File: config.mk
export PLATFORM = sky130hd
export DESIGN_NAME = mc_cpu_core
export DESIGN_NICKNAME = d
export VERILOG_FILES = /design/src/rtl/mc_cpu_core.sv
export SDC_FILE = /design/constraint.sdc
export NUM_CORES = 1
export LEC_CHECK = 0
export ABC_AREA = 1
export CORE_MARGIN = 3
export CORE_UTILIZATION = 30
export DETAILED_ROUTE_END_ITERATION = 6
export PLACE_DENSITY = 0.59
export RECOVER_POWER = 50
export SLEW_MARGIN = 20
export SYNTH_ARGS = -nofsm -noshare
export SYNTH_HDL_FRONTEND = slang
export SYNTH_SLANG_ARGS = --single-unit
File: constraint.sdc
create_clock -name i_clk -period 2.7 [get_ports i_clk]
set_input_delay 0.54 -clock i_clk [delete_from_list [all_inputs] [get_ports i_clk]]
set_output_delay 0.54 -clock i_clk [all_outputs]
set_load 0.02 [all_outputs]
File: src/rtl/mc_cpu_core.sv
// mc_cpu_core: multicycle CPU core with an explicit FSM sequencer.
//   8-bit instructions, DATA_W-wide datapath and four registers R0..R3.
//   Instruction and data memories are external and use req/ack handshakes,
//   so either memory may insert any number of wait cycles.
//
// Optional feature: define MC_CPU_TRACE_EN to add the retire trace ports
//   (o_retire_valid / o_retire_pc / o_retire_instr).
//
// Ports:
//   i_clk, i_rst         clock, synchronous active-high reset
//   i_start              begin/resume execution from IDLE or HALTED
//   o_imem_req/addr      instruction fetch request, address = pc
//   i_imem_rdata/ack     fetched instruction, fetch complete
//   o_dmem_req/we        data access request, 1 = store
//   o_dmem_addr/wdata    data address (Rb), store data (Ra)
//   i_dmem_rdata/ack     load data, access complete
//   o_busy               FSM not in IDLE/HALTED
//   o_halted             HALT executed
//   o_ovf                signed overflow of last ADD/SUB/ADDI
//   o_pc                 current program counter
module mc_cpu_core #(
    parameter int DATA_W   = 8,
    parameter int ADDR_W   = 8,
    parameter int RESET_PC = 0
) (
    input  logic              i_clk,
    input  logic              i_rst,
    input  logic              i_start,
    output logic              o_imem_req,
    output logic [ADDR_W-1:0] o_imem_addr,
    input  logic [7:0]        i_imem_rdata,
    input  logic              i_imem_ack,
    output logic              o_dmem_req,
    output logic              o_dmem_we,
    output logic [ADDR_W-1:0] o_dmem_addr,
    output logic [DATA_W-1:0] o_dmem_wdata,
    input  logic [DATA_W-1:0] i_dmem_rdata,
    input  logic              i_dmem_ack,
    output logic              o_busy,
    output logic              o_halted,
    output logic              o_ovf,
`ifdef MC_CPU_TRACE_EN
    output logic              o_retire_valid,
    output logic [ADDR_W-1:0] o_retire_pc,
    output logic [7:0]        o_retire_instr,
`endif
    output logic [ADDR_W-1:0] o_pc
);

    typedef enum logic [2:0] {
        S_IDLE, S_FETCH, S_DECODE, S_EXEC, S_MEM, S_WB, S_HALTED
    } state_t;

    localparam logic [3:0] OP_NOP  = 4'h0, OP_ADD  = 4'h1, OP_SUB  = 4'h2,
                           OP_AND  = 4'h3, OP_OR   = 4'h4, OP_XOR  = 4'h5,
                           OP_SLTU = 4'h6, OP_ADDI = 4'h7, OP_MOV  = 4'h8,
                           OP_SHL  = 4'h9, OP_LW   = 4'hA, OP_SW   = 4'hB,
                           OP_BEQ  = 4'hC, OP_BNE  = 4'hD, OP_JR   = 4'hE,
                           OP_HALT = 4'hF;

    localparam int MSB = DATA_W - 1;

    state_t                         r_state, w_state_nxt;
    logic [ADDR_W-1:0]              r_pc, r_npc;
    logic [3:0][DATA_W-1:0]         r_rf;
    logic [7:0]                     r_ir;
    logic [DATA_W-1:0]              r_a, r_b, r_res;
    logic                           r_ovf, r_ovf_nxt, r_halted;

    logic [3:0]                     w_op;
    logic [1:0]                     w_ra, w_rb;
    logic [DATA_W-1:0]              w_imm, w_sum, w_diff, w_addi, w_alu;
    logic                           w_alu_ovf, w_eq, w_wr_en, w_ovf_op;
    logic [ADDR_W-1:0]              w_pc_inc, w_off, w_rb_addr, w_npc;

    assign w_op  = r_ir[7:4];
    assign w_ra  = r_ir[3:2];
    assign w_rb  = r_ir[1:0];
    assign w_imm = DATA_W'(r_ir[1:0]);

    assign w_sum  = r_a + r_b;
    assign w_diff = r_a - r_b;
    assign w_addi = r_a + w_imm;
    assign w_eq   = (r_a == r_b);

    // Rb as an address: zero-extended or truncated to ADDR_W.
    assign w_rb_addr = ADDR_W'(r_b);
    // Branch offset: R0 sign-extended or truncated to ADDR_W.
    assign w_off     = ADDR_W'($signed(r_rf[0]));
    assign w_pc_inc  = r_pc + ADDR_W'(1);

    // Ops that write Ra in WB: ADD..SHL and LW form one contiguous range.
    assign w_wr_en  = (w_op >= OP_ADD) && (w_op <= OP_LW);
    assign w_ovf_op = (w_op == OP_ADD) || (w_op == OP_SUB) || (w_op == OP_ADDI);

    always_comb begin
        w_alu     = r_a;
        w_alu_ovf = 1'b0;
        case (w_op)
            OP_ADD: begin
                w_alu     = w_sum;
                w_alu_ovf = (r_a[MSB] == r_b[MSB]) && (w_sum[MSB] != r_a[MSB]);
            end
            OP_SUB: begin
                w_alu     = w_diff;
                w_alu_ovf = (r_a[MSB] != r_b[MSB]) && (w_diff[MSB] != r_a[MSB]);
            end
            OP_AND:  w_alu = r_a & r_b;
            OP_OR:   w_alu = r_a | r_b;
            OP_XOR:  w_alu = r_a ^ r_b;
            OP_SLTU: w_alu = DATA_W'(r_a < r_b);
            OP_ADDI: begin
                w_alu     = w_addi;
                w_alu_ovf = (r_a[MSB] == w_imm[MSB]) && (w_addi[MSB] != r_a[MSB]);
            end
            OP_MOV:  w_alu = r_b;
            OP_SHL:  w_alu = r_b << 1;
            default: w_alu = r_a;
        endcase
    end

    always_comb begin
        w_npc = w_pc_inc;
        case (w_op)
            OP_BEQ:  if (w_eq)  w_npc = r_pc + w_off;
            OP_BNE:  if (!w_eq) w_npc = r_pc + w_off;
            OP_JR:   w_npc = w_rb_addr;
            default: w_npc = w_pc_inc;
        endcase
    end

    always_comb begin
        w_state_nxt = r_state;
        case (r_state)
            S_IDLE:   if (i_start) w_state_nxt = S_FETCH;
            S_FETCH:  if (i_imem_ack) w_state_nxt = S_DECODE;
            S_DECODE: w_state_nxt = (w_op == OP_HALT) ? S_HALTED : S_EXEC;
            S_EXEC:   w_state_nxt = (w_op == OP_LW || w_op == OP_SW) ? S_MEM : S_WB;
            S_MEM:    if (i_dmem_ack) w_state_nxt = S_WB;
            S_WB:     w_state_nxt = S_FETCH;
            S_HALTED: if (i_start) w_state_nxt = S_FETCH;
            default:  w_state_nxt = S_IDLE;
        endcase
    end

    always_ff @(posedge i_clk) begin
        if (i_rst) r_state <= S_IDLE;
        else       r_state <= w_state_nxt;
    end

    always_ff @(posedge i_clk) begin
        if (i_rst) begin
            r_pc      <= ADDR_W'(RESET_PC);
            r_npc     <= '0;
            r_rf      <= '0;
            r_ir      <= '0;
            r_a       <= '0;
            r_b       <= '0;
            r_res     <= '0;
            r_ovf     <= 1'b0;
            r_ovf_nxt <= 1'b0;
            r_halted  <= 1'b0;
        end else begin
            case (r_state)
                S_FETCH: if (i_imem_ack) r_ir <= i_imem_rdata;
                S_DECODE: begin
                    r_a <= r_rf[w_ra];
                    r_b <= r_rf[w_rb];
                    if (w_op == OP_HALT) begin
                        r_pc     <= w_pc_inc;
                        r_halted <= 1'b1;
                    end
                end
                S_EXEC: begin
                    r_res     <= w_alu;
                    r_ovf_nxt <= w_alu_ovf;
                    r_npc     <= w_npc;
                end
                S_MEM: if (i_dmem_ack && w_op == OP_LW) r_res <= i_dmem_rdata;
                // All architectural state commits here, so an abort by reset
                // before WB leaves no partial update behind.
                S_WB: begin
                    if (w_wr_en)  r_rf[w_ra] <= r_res;
                    if (w_ovf_op) r_ovf      <= r_ovf_nxt;
                    r_pc <= r_npc;
                end
                S_HALTED: if (i_start) r_halted <= 1'b0;
                default: ;
            endcase
        end
    end

    assign o_imem_req   = (r_state == S_FETCH);
    assign o_imem_addr  = r_pc;
    assign o_dmem_req   = (r_state == S_MEM);
    assign o_dmem_we    = (r_state == S_MEM) && (w_op == OP_SW);
    assign o_dmem_addr  = (r_state == S_MEM) ? w_rb_addr : '0;
    assign o_dmem_wdata = (r_state == S_MEM) ? r_a : '0;
    assign o_busy       = (r_state != S_IDLE) && (r_state != S_HALTED);
    assign o_halted     = r_halted;
    assign o_ovf        = r_ovf;
    assign o_pc         = r_pc;

`ifdef MC_CPU_TRACE_EN
    // pc only advances in WB (or DECODE for HALT), so during the retire
    // cycle it still holds the instruction's fetch address.
    assign o_retire_valid = (r_state == S_WB) || (r_state == S_DECODE && w_op == OP_HALT);
    assign o_retire_pc    = o_retire_valid ? r_pc : '0;
    assign o_retire_instr = o_retire_valid ? r_ir : '0;
`endif

endmodule

* Word-level counts from Yosys, hierarchy flattened
Cells that the tools add are included.
Word-level totals: memory bits (writable) 0, output and inout port bits 38, bits in registers 86, bits of input ports 21, bits in latches 0, memory bits (read-only) 0, memories kept 0
Operators by class: bitwise gates (word level) 4, magnitude comparators 6, mux-type cells 27, $add $sub $neg 5, shift operators 0, divide/modulo/power cells 0, equal/unequal tests 34, $mul 0, reduce and logical (&&, ||, !) cells 24
Operators by type and width (number):
- 8-bit two-way mux | 9
- 8-bit one-hot mux with 9 select lines | 1
- 8-bit binary-select mux with 2-bit select | 2
- 32-bit bitwise mux | 1
- 4-bit equality test, second input constant | 8
- 8-bit one-hot mux with 2 select lines | 2
- 8-bit one-hot mux with 3 select lines | 1
- 3-bit one-hot mux with 6 select lines | 1
- 8-bit adder | 2
- 8-bit demux with 2-bit select | 1
- 4-bit by 3-bit equality test with 1-bit output, second input constant | 4
- 3-bit two-way mux | 4
- 2-bit AND reduction | 5
- 3-bit equality test, second input constant | 3
- 8-bit by 1-bit adder with 8-bit output, second input constant | 1
- 8-bit by 2-bit adder with 8-bit output | 1
- 8-bit AND | 1
- 4-bit by 2-bit equality test with 1-bit output, second input constant | 2
- 8-bit equality test | 1
- 1-bit logical AND | 8
- 8-bit < comparator | 1
- 2-bit by 1-bit inequality test with 1-bit output, second input constant | 4
- 8-bit OR | 1
- 8-bit subtractor | 1
- other kinds (22) | 35

* Logic depth before layout (Yosys ltp)
depth after elaboration 5, mapped depth 16, depth with buffers taken out 16

* Least setup slack after synthesis
No wires, ideal clock.
kind reg-to-reg, start point register r_a[2], end point register r_npc[7], cell stages (with the launch flop) 15, path slack 0.517 ns, period minus slack after synthesis 2.183 ns, data arrival time 2.066 ns, setup time 0.117 ns, path through dfxtp_1 > clkbuf_1 > inv_1 > ha_1 > buf_2 > nor2_1 > nand2_1 > nor2_1 > nand2_1 > o21ai_0 > inv_1 > nand2_1 > nor2_1 > nor3_1 > nor2_1
On the way: longest elaborated chain between the ends 3
RTL lines:
- start, declared | RTL line 67 | logic [DATA_W-1:0] r_a, r_b, r_res;
- start signal, assigned | RTL line 167 | r_a <= r_rf[w_ra];
- 8-bit equality test * | RTL line 84 | assign w_eq = (r_a == r_b);
- 8-bit two-way mux (on tied branches) | RTL line 126, 125
- 8-bit one-hot mux with 3 select lines * | RTL line 124 | case (w_op)
- end signal, assigned | RTL line 177 | r_npc <= w_npc;
- end, declared | RTL line 64 | logic [ADDR_W-1:0] r_pc, r_npc;
Mark *: on every way between the ends. The rest lies on a longest branch, timed or not. A chain may end at the register's enable or synchronous reset.

* Worst setup path after layout
start point register r_state[2], end point output o_dmem_wdata[4]
On the way: longest elaborated chain between the ends 2
RTL lines:
- start, declared | RTL line 63 | state_t r_state, w_state_nxt;
- start signal, assigned | RTL line 148 | else r_state <= w_state_nxt;
- 3-bit equality test | RTL line 198 | assign o_dmem_wdata = (r_state == S_MEM) ? r_a : '0;
- 8-bit two-way mux | RTL line 198
- end, declared | RTL line 36 | output logic [DATA_W-1:0] o_dmem_wdata,
No other way between the ends.

==> impl_results.md <==
* Row count at 50
* Total track usage at 18.31%
* Clock slew at reported path FFs at 0.06 ns
* Worst setup endpoint: o_dmem_wdata[4]
* Area of the multi-input gates at 3516 um2
* Worst hold margin at 0.4639 ns
* Die area at 21250 um2
* # Max-Cap Violations at 0
* Post-Place Setup Slack at 0.2035 ns
* Main combinational cell family by area after synthesis: simple AND/OR/NAND/NOR gates
* Setup ws final at 0.1318 ns
* Ys Warns at 0
* TritonCTS clock tree: done
* Min cycle time layout at 2.568 ns
* Initial DRC Count at 467
* Post-synthesis sequential area ratio at 29.37%
* CP endpoint kind: output port
* Metal-1 WL at 8886 um
* Fin. Hold Viols at 0
* Post-synthesis cell count at 903
* Storage cell area at 1722 um2
* CP Data Required Time at 2.16 ns
* Cell variety after synth at 39
* Starting Density at 30.92%
* Layout cells sized above 1 at 5.411%
* Clk root buf: clkbuf_16
* VDD IR max at 0.3568 mV
* Routed Antenna Nets at 0
* Pin count of the biggest net entering global routing at 71
* Metal2 WL at 8797 um
* N_diodes at 0
* Chip width at 145.8 um
* Async SR Flop Fraction at 0%
* Clock buffer depth at 2
* Drt drc at 0
* Max Slew Vio Count at 0
* Synth Area in Adders at 9.050%
* Met3 Routed Length at 1201 um
* Top cells by area, synth: dfxtp_1 29%, nand2_1 10%, a21oi_1 8.8%
* Status: finished, final reports clean
* H-tree depth at 3
* Synth area leader: dfxtp_1
* Vias/cell at 5.029
* Post-CTS Setup Inserts at 0
* GR Overflow Total at 0
* Initial antenna violation count at 0
* Post-route design area at 7052 um2
* Worst R2R Setup Slack at 0.31 ns
* Mean area per synthesized cell at 6.492 um2
* Reg2reg path depth at 12
* Setup TNS at 0 ns
* Highest Clock Rate at 0.3894 GHz
* Final Net Count at 1018
* Synth Area in Simple Gates at 24.72%
* Top_reg_cell synth: dfxtp_1
* Worst hold path type: reg -> reg
* RR Startpoint: r_a[7]
* Dpl cell area at 6771 um2
* Vias in the first global route at 5638
* Xor/xnor share of the synthesized area at 1.644%
* Worst slew pin tran at 0.6482 ns
* Post-synth EDFFs at 0
* GP Congestion at 0.9636
* Clk_lat worst skew at 0.34 ns
* Mapped Area at 5862 um2
* Compound-Gate Fraction of Synth Area at 24.50%
* DR vias at 6140
* Clk sinks at 86
* Setup Skew at 0.007761 ns
* Post-DP HPWL at 15230 um
* Top cell type's share of synthesized area at 29.37%
* WL per Instance at 15.97 um
* Buffers added on ports at 58
* Synthesized net count at 964
* Top Layer Used: met4
* Total wire length at 19500 um
* Fill count at 1990
* Max_slew headroom at 56.62%
* Power Density at 647.4 nW/um2
* WS Path Type: reg -> out
* Tcrit/Tclk final at 95.12%
* Unrepaired setup endpoints after global routing: false
* R2R Path End: r_npc[7]
* Final setup viols at 0
* First-pass GRT wire length at 31490 um
* CP startpoint kind: register
* Core area at 18960 um2
* Post-synthesis register bit count at 86
* Crit path from: r_state[2]
* WP data arrival at 2.03 ns
* Post-synthesis mux area share at 0%
* Die Height at 145.8 um
* Leak at 2.915 nW
* TritonCTS buffer count at 9
* I/O pins at 59
* 1st-pass router iterations at 6
* Area grow syn2layout at 20.30%
* Crit Path Max Fanout at 28
==> metal layers <==
metal / vias up / global-route usage [%]
met1: 2772 / 25.23
met3: 39 / 3.706
met5: - / 0
met2: 217 / 28.40
met4: 0 / 6.600
li1: 3112 / -
==> final cells by class <==
cell class / instances / share of cell area (%)
Clock buffer: 12 / 3.353
Clock inverter: 3 / 0.6565
Inverter: 119 / 6.370
Multi-Input combinational cell: 660 / 49.86
Sequential cell: 86 / 24.41
Tap cell: 260 / 4.613
Timing Repair Buffer: 81 / 10.73
==> metrics by stage <==
stage          power [mW]  instances  util, %
3_3_place_gp        3.329       1206    35.72
6_report            4.566       1221    37.20
4_1_cts             4.550       1221    37.21
5_1_grt             4.877       1221    37.20
3_5_place_dp        3.318       1206    35.72
2_1_floorplan       2.714        903        -
==> worst min path at each step <==
stage             start        to  cells past startpoint
2_1_floorplan  r_rf[24]  r_rf[24]                      2
3_3_place_gp   r_rf[25]  r_rf[25]                      2
3_5_place_dp   r_rf[28]  r_rf[28]                      2
4_1_cts        r_rf[24]  r_rf[24]                      2
5_1_grt        r_rf[25]  r_rf[25]                      2
6_report       r_rf[24]  r_rf[24]                      2
==> sequential cells by signal, indices dropped and copies added, names as in the netlist <==
register,count
o_ovf,1
r_ovf_nxt,1
o_imem_addr,8
w_off,8
r_npc,8
r_ir,8
r_rf,24
o_halted,1
r_state,3
r_res,8
r_b,8
r_a,8
==> cell usage in the layout, fill, tap and decap left out, drive strengths merged <==
cell type,n
clkdlybuf4s50,42
a211oi,1
o221ai,1
clkbuf,14
o2111ai,1
o31a,1
o21bai,1
o31ai,2
clkinvlp,1
o21ai,100
inv,116
xnor2,5
bufinv,1
a41oi,2
a21oi,103
o22ai,16
clkinv,4
o211ai,13
nand3b,2
dlygate4sd2,1
nand4,5
a221oi,10
ha,36
dfxtp,86
a31oi,9
nor3,5
nand3,56
xor2,6
nand2,160
nor2,113
fa,4
or2,8
buf,21
dlygate4sd3,15
==> power breakdown <==
| part | switching (mW) | internal (mW) |
|---|---|---|
| Clock | 0.510 | 0.715 |
| Combinational | 1.26 | 0.602 |
| Sequential | 0.112 | 1.37 |
==> cells by family after synthesis <==
family,Yosys count
AND/OR/NAND/NOR,349
AO/OA/AOI/OAI,260
XOR/XNOR,11
adder cells (fa/ha/maj),40
flip-flops,86
buffers and inverters,157
==> worst max-delay path, cell delays in order (launching register included) <==
cell and delay [ns]:
dfxtp_1 0.44, inv_1 0.14, nor2_4 0.15, inv_4 0.14
nor2_1 0.17, clkdlybuf4s50_1 0.63
==> cell usage after synthesis (2+ instances only) <==
cell type and count:
nand2_1 159, clkbuf_1 21, inv_2 3, o22ai_1 16
o21ai_1 2, a21oi_1 103, buf_2 7, clkinv_1 3
buf_4 8, xnor2_1 5, nand4_1 5, nor3_1 5
nand3b_1 2, dfxtp_1 86, xor2_1 6, a41oi_1 2
or2_2 6, ha_1 36, buf_1 2, fa_1 4
o31ai_1 2, inv_1 113, o21ai_0 98, nand3_1 56
nor2_2 5, nor2_1 107, o211ai_1 12, a221oi_1 10
a31oi_1 9
==> what timing repair did <==
action / in CTS / in global routing
endpoints found under the setup margin: 1 / 22
gates resized for setup: 1 / 6
hold buffers: 0 / 0
Note: power is estimated with default switching activity, not from simulation.
